[src/rtl/synth_top_if.sv]
// synth_top_if: I2S master output bundle (mclk, lrck, sck, sdout)
interface synth_top_if;
    logic mclk;
    logic lrck;
    logic sck;
    logic sdout;
    modport master(output mclk, lrck, sck, sdout);
    modport slave(input mclk, lrck, sck, sdout);
endinterface

[src/rtl/synth_top.sv]
// synth_top: triangle-wave phase oscillator streamed as 24-bit stereo I2S
module synth_top #(
    parameter logic [7:0] PHASE_INC = 8'd1
) (
    input  logic              clk,
    input  logic              rst,
    synth_top_if.master       i2s,
    output logic [7:0]        led,
    output logic [7:0]        phase,
    output logic [7:0]        s
);
    logic [9:0]  cnt;
    logic [4:0]  nk;
    logic [4:0]  idx;
    logic [23:0] w;
    logic        nxt;
    logic        sd;
    always_ff @(posedge clk or negedge rst)
        if (!rst) begin
            cnt   <= '0;
            phase <= '0;
            sd    <= 1'b0;
        end else begin
            cnt <= cnt + 10'd1;
            if (&cnt) phase <= phase + PHASE_INC;
            if (&cnt[3:0]) sd <= nxt;
        end
    // nk is the slot being entered on this sck falling edge; the one-slot I2S delay puts W[23] in slot 1
    always_comb begin
        s   = phase[7] ? ~{phase[6:0], 1'b0} : {phase[6:0], 1'b0};
        w   = {s ^ 8'h80, 16'h0000};
        nk  = cnt[8:4] + 5'd1;
        idx = 5'd24 - nk;
        nxt = (nk != 5'd0 && nk <= 5'd24) ? w[idx] : 1'b0;
        led = s;
    end
    assign i2s.mclk  = cnt[1];
    assign i2s.sck   = cnt[3];
    assign i2s.lrck  = cnt[9];
    assign i2s.sdout = sd;
endmodule

[src/flat_wrapper.sv]
// flat-port wrapper written by rule: the top's interface ports become plain ports
module synth_top_flat 
#(
    parameter logic [7:0] PHASE_INC = 8'd1
)
  (clk, rst, led, phase, s, i2s_mclk, i2s_lrck, i2s_sck, i2s_sdout);
  synth_top_if i2s_i ();
  input  logic clk;
  input  logic rst;
  output logic [7:0] led;
  output logic [7:0] phase;
  output logic [7:0] s;
  output wire logic [$bits(i2s_i.mclk)-1:0] i2s_mclk;
  output wire logic [$bits(i2s_i.lrck)-1:0] i2s_lrck;
  output wire logic [$bits(i2s_i.sck)-1:0] i2s_sck;
  output wire logic [$bits(i2s_i.sdout)-1:0] i2s_sdout;
  assign i2s_mclk = i2s_i.mclk;
  assign i2s_lrck = i2s_i.lrck;
  assign i2s_sck = i2s_i.sck;
  assign i2s_sdout = i2s_i.sdout;
  synth_top #(.PHASE_INC(PHASE_INC)) u_core (.clk(clk), .rst(rst), .i2s(i2s_i), .led(led), .phase(phase), .s(s));
endmodule
[config.mk]
export PLATFORM = sky130hd
export DESIGN_NAME = synth_top_flat
export DESIGN_NICKNAME = d
export VERILOG_FILES = /design/src/rtl/synth_top_if.sv /design/src/rtl/synth_top.sv /design/src/flat_wrapper.sv
export SDC_FILE = /design/constraint.sdc
export NUM_CORES = 1
export LEC_CHECK = 0
export CAP_MARGIN = 25
export CORE_MARGIN = 3
export CORE_UTILIZATION = 25
export CTS_CLUSTER_DIAMETER = 100
export DETAILED_ROUTE_END_ITERATION = 8
export PLACE_DENSITY_LB_ADDON = 0.08
export SLEW_MARGIN = 20
export SYNTH_ARGS = -nofsm -noshare
export SYNTH_HDL_FRONTEND = slang
export SYNTH_SLANG_ARGS = --single-unit
[constraint.sdc]
create_clock -name clk -period 2.54 [get_ports clk]
set_input_delay 0.635 -clock clk [delete_from_list [all_inputs] [get_ports clk]]
set_output_delay 0.635 -clock clk [all_outputs]
set_load 0.1 [all_outputs]
==> results.md <==
Pwr:
- The power per cell area is 287 nW/um^2.
- The internal portion of the total power is 416 uW.
- Of the total power, the clock network draws 39.6%.
- The combinational share of power is 1.6%.
- Net switching is 19.1% of the power.
- In this run the static leakage power is 0.000749 uW.
- The proportion of power drawn by flip-flops and latches is 58.9%.
- The switching component of the power is 97.9 uW.
- Across the VDD grid, the largest voltage drop is 323 uV.

Detailed routing:
- The count of nets left with antenna violations once routing finished came out at 0.
- The overall via count from detail_route is 864.
- After detailed routing, the total wire length is 2500 um.
- The routed length per instance is 13.2 um.
- The number of DRC markers in iteration 0 is 38.
- Before antenna repair, the detailed router went through 4 iterations.
- Dividing the detail-routed via count by the number of cells gives 4.57.
- In the routed design, unresolved DRC markers number 0.

Yosys:
- For this run, the number of Yosys warnings is 0.
- Yosys attributes the largest share of cell area to sky130_fd_sc_hd__dfrtp_1 40%, sky130_fd_sc_hd__xnor2_1 10%, sky130_fd_sc_hd__xor2_1 8.0%, sky130_fd_sc_hd__buf_4 6.9%, sky130_fd_sc_hd__ha_1 4.2%.
- The number of distinct library cell variants in the gate-level netlist after synthesis is 34.
- Summing the sequential cell areas from Yosys gives 39.7% of the chip area.
- Ranked by instance count, the synthesized netlist is headed by 19 x sky130_fd_sc_hd__dfrtp_1, 14 x sky130_fd_sc_hd__xnor2_1, 11 x sky130_fd_sc_hd__buf_4, 11 x sky130_fd_sc_hd__xor2_1, 7 x sky130_fd_sc_hd__nand3_1.
- The mean cell area of the mapped netlist is 10.2 um^2.
- The proportion of netlist area held by the largest area contributor is 39.7%.
- The most instantiated library cell after synthesis is sky130_fd_sc_hd__dfrtp_1.
- The count of flip-flops with a built-in enable after synthesis is 0.
- The synthesized design contains 19 register bits.
- After technology mapping, the gate count stands at 117.
- The cell area that synthesis handed to floorplanning was 1200 um^2.
- The primary flip-flop cell chosen by synthesis mapping is sky130_fd_sc_hd__dfrtp_1.
- The number of nets in the synthesized netlist is 123.
- The largest area contributor in the synthesized netlist is sky130_fd_sc_hd__dfrtp_1.
- The fraction of registers with async set/reset is 100%.

STA:
- The hold violation total from the final report is 0.
- Setup violations remaining at the end of the flow were counted as 0.
- Setup repair after global routing left no endpoint under its margin.
- For the pin with the worst max-slew slack, the measured transition is 0.582 ns.
- Static timing analysis puts the maximum clock frequency at 457 MHz.
- The post-route minimum period is 2.19 ns.
- The setup clock skew after layout is 0.00347 ns.
- The tightest slew margin relative to the limit is 61.1%.
- The sum of negative setup slack is 0 ns.
- The share of the clock period used by the worst path is 86.2%.
- The total count of max-transition violations in the final report is 0.
- On the final layout, the worst hold slack is 0.481 ns.

Worst setup path:
- The worst setup path category is reg2reg.
- The nature of the critical path startpoint is a flop.
- The largest single stage delay on the critical path is 0.52 ns.
- The maximum net fanout on the critical path is 14.
- Data on the critical path arrives at its endpoint at 2.35 ns.
- The master of the slowest instance on the critical path is sky130_fd_sc_hd__dfrtp_1.
- Walking the worst path, the cells encountered are ha_1, or3b_2, a21oi_1, a2111o_1, mux2_2, o31ai_2.
- The type of element capturing the critical path is a flop.
- The endpoint required time on the critical path is 2.70 ns.

Floorplan:
- The die outline height is 75.2 um.
- In this run the horizontal extent of the chip is 75.2 um.
- The total number of placement rows is 24.
- The count of boundary I/O pins is 30.
- The floorplan step defined a die boundary enclosing 5660 um^2.
- The core region is 4470 um^2.
- The initial core utilization is 26.8%.

CTS:
- The number of hold buffers added after CTS was 0.
- The insertion delay to the later sink of the worst-skew pair is 0.25 ns.
- The CTS clock-pin slew for the worst setup and hold paths is 0.07 ns.
- The H-tree level count is 1.
- The CTS buffer count is 3.
- TritonCTS built the clock tree.
- The clock net in this run drives a total of 19 sinks.
- The clock root buffer master is sky130_fd_sc_hd__clkbuf_8.
- The post-cts repair resize count is 0.
- Once the clock tree was built, the setup fixing pass inserted 0 buffers.
- The clock passes through at most 2 buffers.

Placed design:
- Detailed placement ended at an HPWL of 2000 um.
- The number of buffer cells added on primary ports is 29.
- The global placement routability congestion is 0.738.

Final layout:
- The net count of the finished layout is 144.
- The count of antenna diodes in the layout is 0.
- Compared with the post-synthesis result, the final layout area differs by 49.3%.
- The share of cells above drive strength 1 is 39.4%.
- Counting the fill cells in the layout gives 418.

Global routing:
- The via count of the first global-routing pass came to 855.
- The wire length of the first global-routing pass is 4210 um.
- The met3 capacity usage during global routing is 1.74%.
- The maximum number of pins on one net before global-route repair is 15.
- The all-layer global routing usage is 9.51%.
- The initial antenna violation count is 0.
- After global routing, the most crowded layer is met2.
- The total congestion overflow is 0.
- Global routing used 15.3% of the available met2 tracks.
- The met1 usage in global routing is 13.5%.

Hold path:
- The kind of path behind the tightest hold check is reg2reg.

Job:
- Across the run, the number of max-cap violations was 0.

Run status:
- The flow ran to the end, and the final reports show no timing, DRC or antenna violations.
critical path, delay by kind of cell (launching register included):
family | cells | cell delay [ns]
flip-flops | 1 | 0.52
AO/OA/AOI/OAI | 3 | 0.66
AND/OR/NAND/NOR | 1 | 0.16
adder cells (fa/ha/maj) | 1 | 0.49
multiplexers | 1 | 0.27
logic make-up (layout without fill, tap and decap cells):
kind of cell,Yosys count,in the layout,share of synthesized area [%]
and+or+nand+nor,32,32,14.8
xor gates and xnor gates,26,26,19.6
buffers and inverters,20,40,10.4
DFF,19,19,39.7
AOI/OAI and AO/OA,12,12,7.52
adders and majority gates,4,4,4.18
muxes,4,4,3.66
state kept, by name, summed over array words and instances (netlist names):
register          flops
u_core.cnt           10
u_core.phase          8
u_core.i2s.sdout      1
final cells by class:
type / instances / area [um^2] / share of cell area, %
Clock buffer: 4 / 45.0 / 2.52
Tap cell: 52 / 65.1 / 3.64
Sequential cell: 19 / 490 / 27.4
Multi-Input combinational cell: 78 / 721 / 40.3
Timing Repair Buffer: 31 / 448 / 25.1
Inverter: 5 / 18.8 / 1.05
cell usage in the layout, fill, tap and decap left out, types with 6 or more instances in the layout:
cell                       n
sky130_fd_sc_hd__buf_12   17
sky130_fd_sc_hd__xnor2_1  14
sky130_fd_sc_hd__buf_4    13
sky130_fd_sc_hd__dfrtp_1  11
sky130_fd_sc_hd__xor2_4    7
sky130_fd_sc_hd__nand3_1   7
sky130_fd_sc_hd__nand4_1   6
sky130_fd_sc_hd__dfrtp_2   6
power groups by stage:
| stage | clock, uW | sequential [uW] | combinational [uW] |
|---|---|---|---|
| global placement | 0 | 308 | 8.83 |
| CTS | 210 | 302 | 8.82 |
| finish | 203 | 302 | 8.17 |
| global route | 224 | 302 | 9.71 |
| detailed placement | 0 | 308 | 8.85 |
| floorplan | 0 | 308 | 0.000356 |
worst paths after layout:
path | startpoint | slack, ns | end | depth (start not counted)
hold reg to reg | u_core.cnt[0]$_DFF_PN0_ | 0.48 | u_core.cnt[0]$_DFF_PN0_ | 1
hold / removal | u_core.cnt[0]$_DFF_PN0_ | 0.48 | u_core.cnt[0]$_DFF_PN0_ | 1
setup / recovery | u_core.cnt[4]$_DFF_PN0_ | 0.35 | u_core.i2s.sdout$_DFFE_PN0P_ | 6
max in group asynchronous | rst | 1.26 | u_core.i2s.sdout$_DFFE_PN0P_ | 2
min in group asynchronous | rst | 0.76 | u_core.cnt[0]$_DFF_PN0_ | 1
setup reg to reg | u_core.cnt[4]$_DFF_PN0_ | 0.35 | u_core.i2s.sdout$_DFFE_PN0P_ | 6
metrics by stage:
step | utilization (%) | worst slack (ns) | area (um^2) | power (uW) | instances
6_report | 40.0 | 0.350 | 1790 | 514 | 189
4_1_cts | 40.0 | 0.330 | 1790 | 521 | 189
2_1_floorplan | - | -0.0170 | 1370 | 308 | 117
3_3_place_gp | 39.0 | 0.441 | 1740 | 317 | 185
3_5_place_dp | 39.0 | 0.345 | 1740 | 317 | 185
5_1_grt | 40.0 | 0.212 | 1790 | 536 | 189
metal layers:
layer | routed length (um) | vias to the layer above
met4 | 15 | 0
met5 | 0 | -
met2 | 1140 | 21
met3 | 89 | 2
met1 | 1260 | 408
li1 | - | 433
Power figures use the tool's default switching activity.
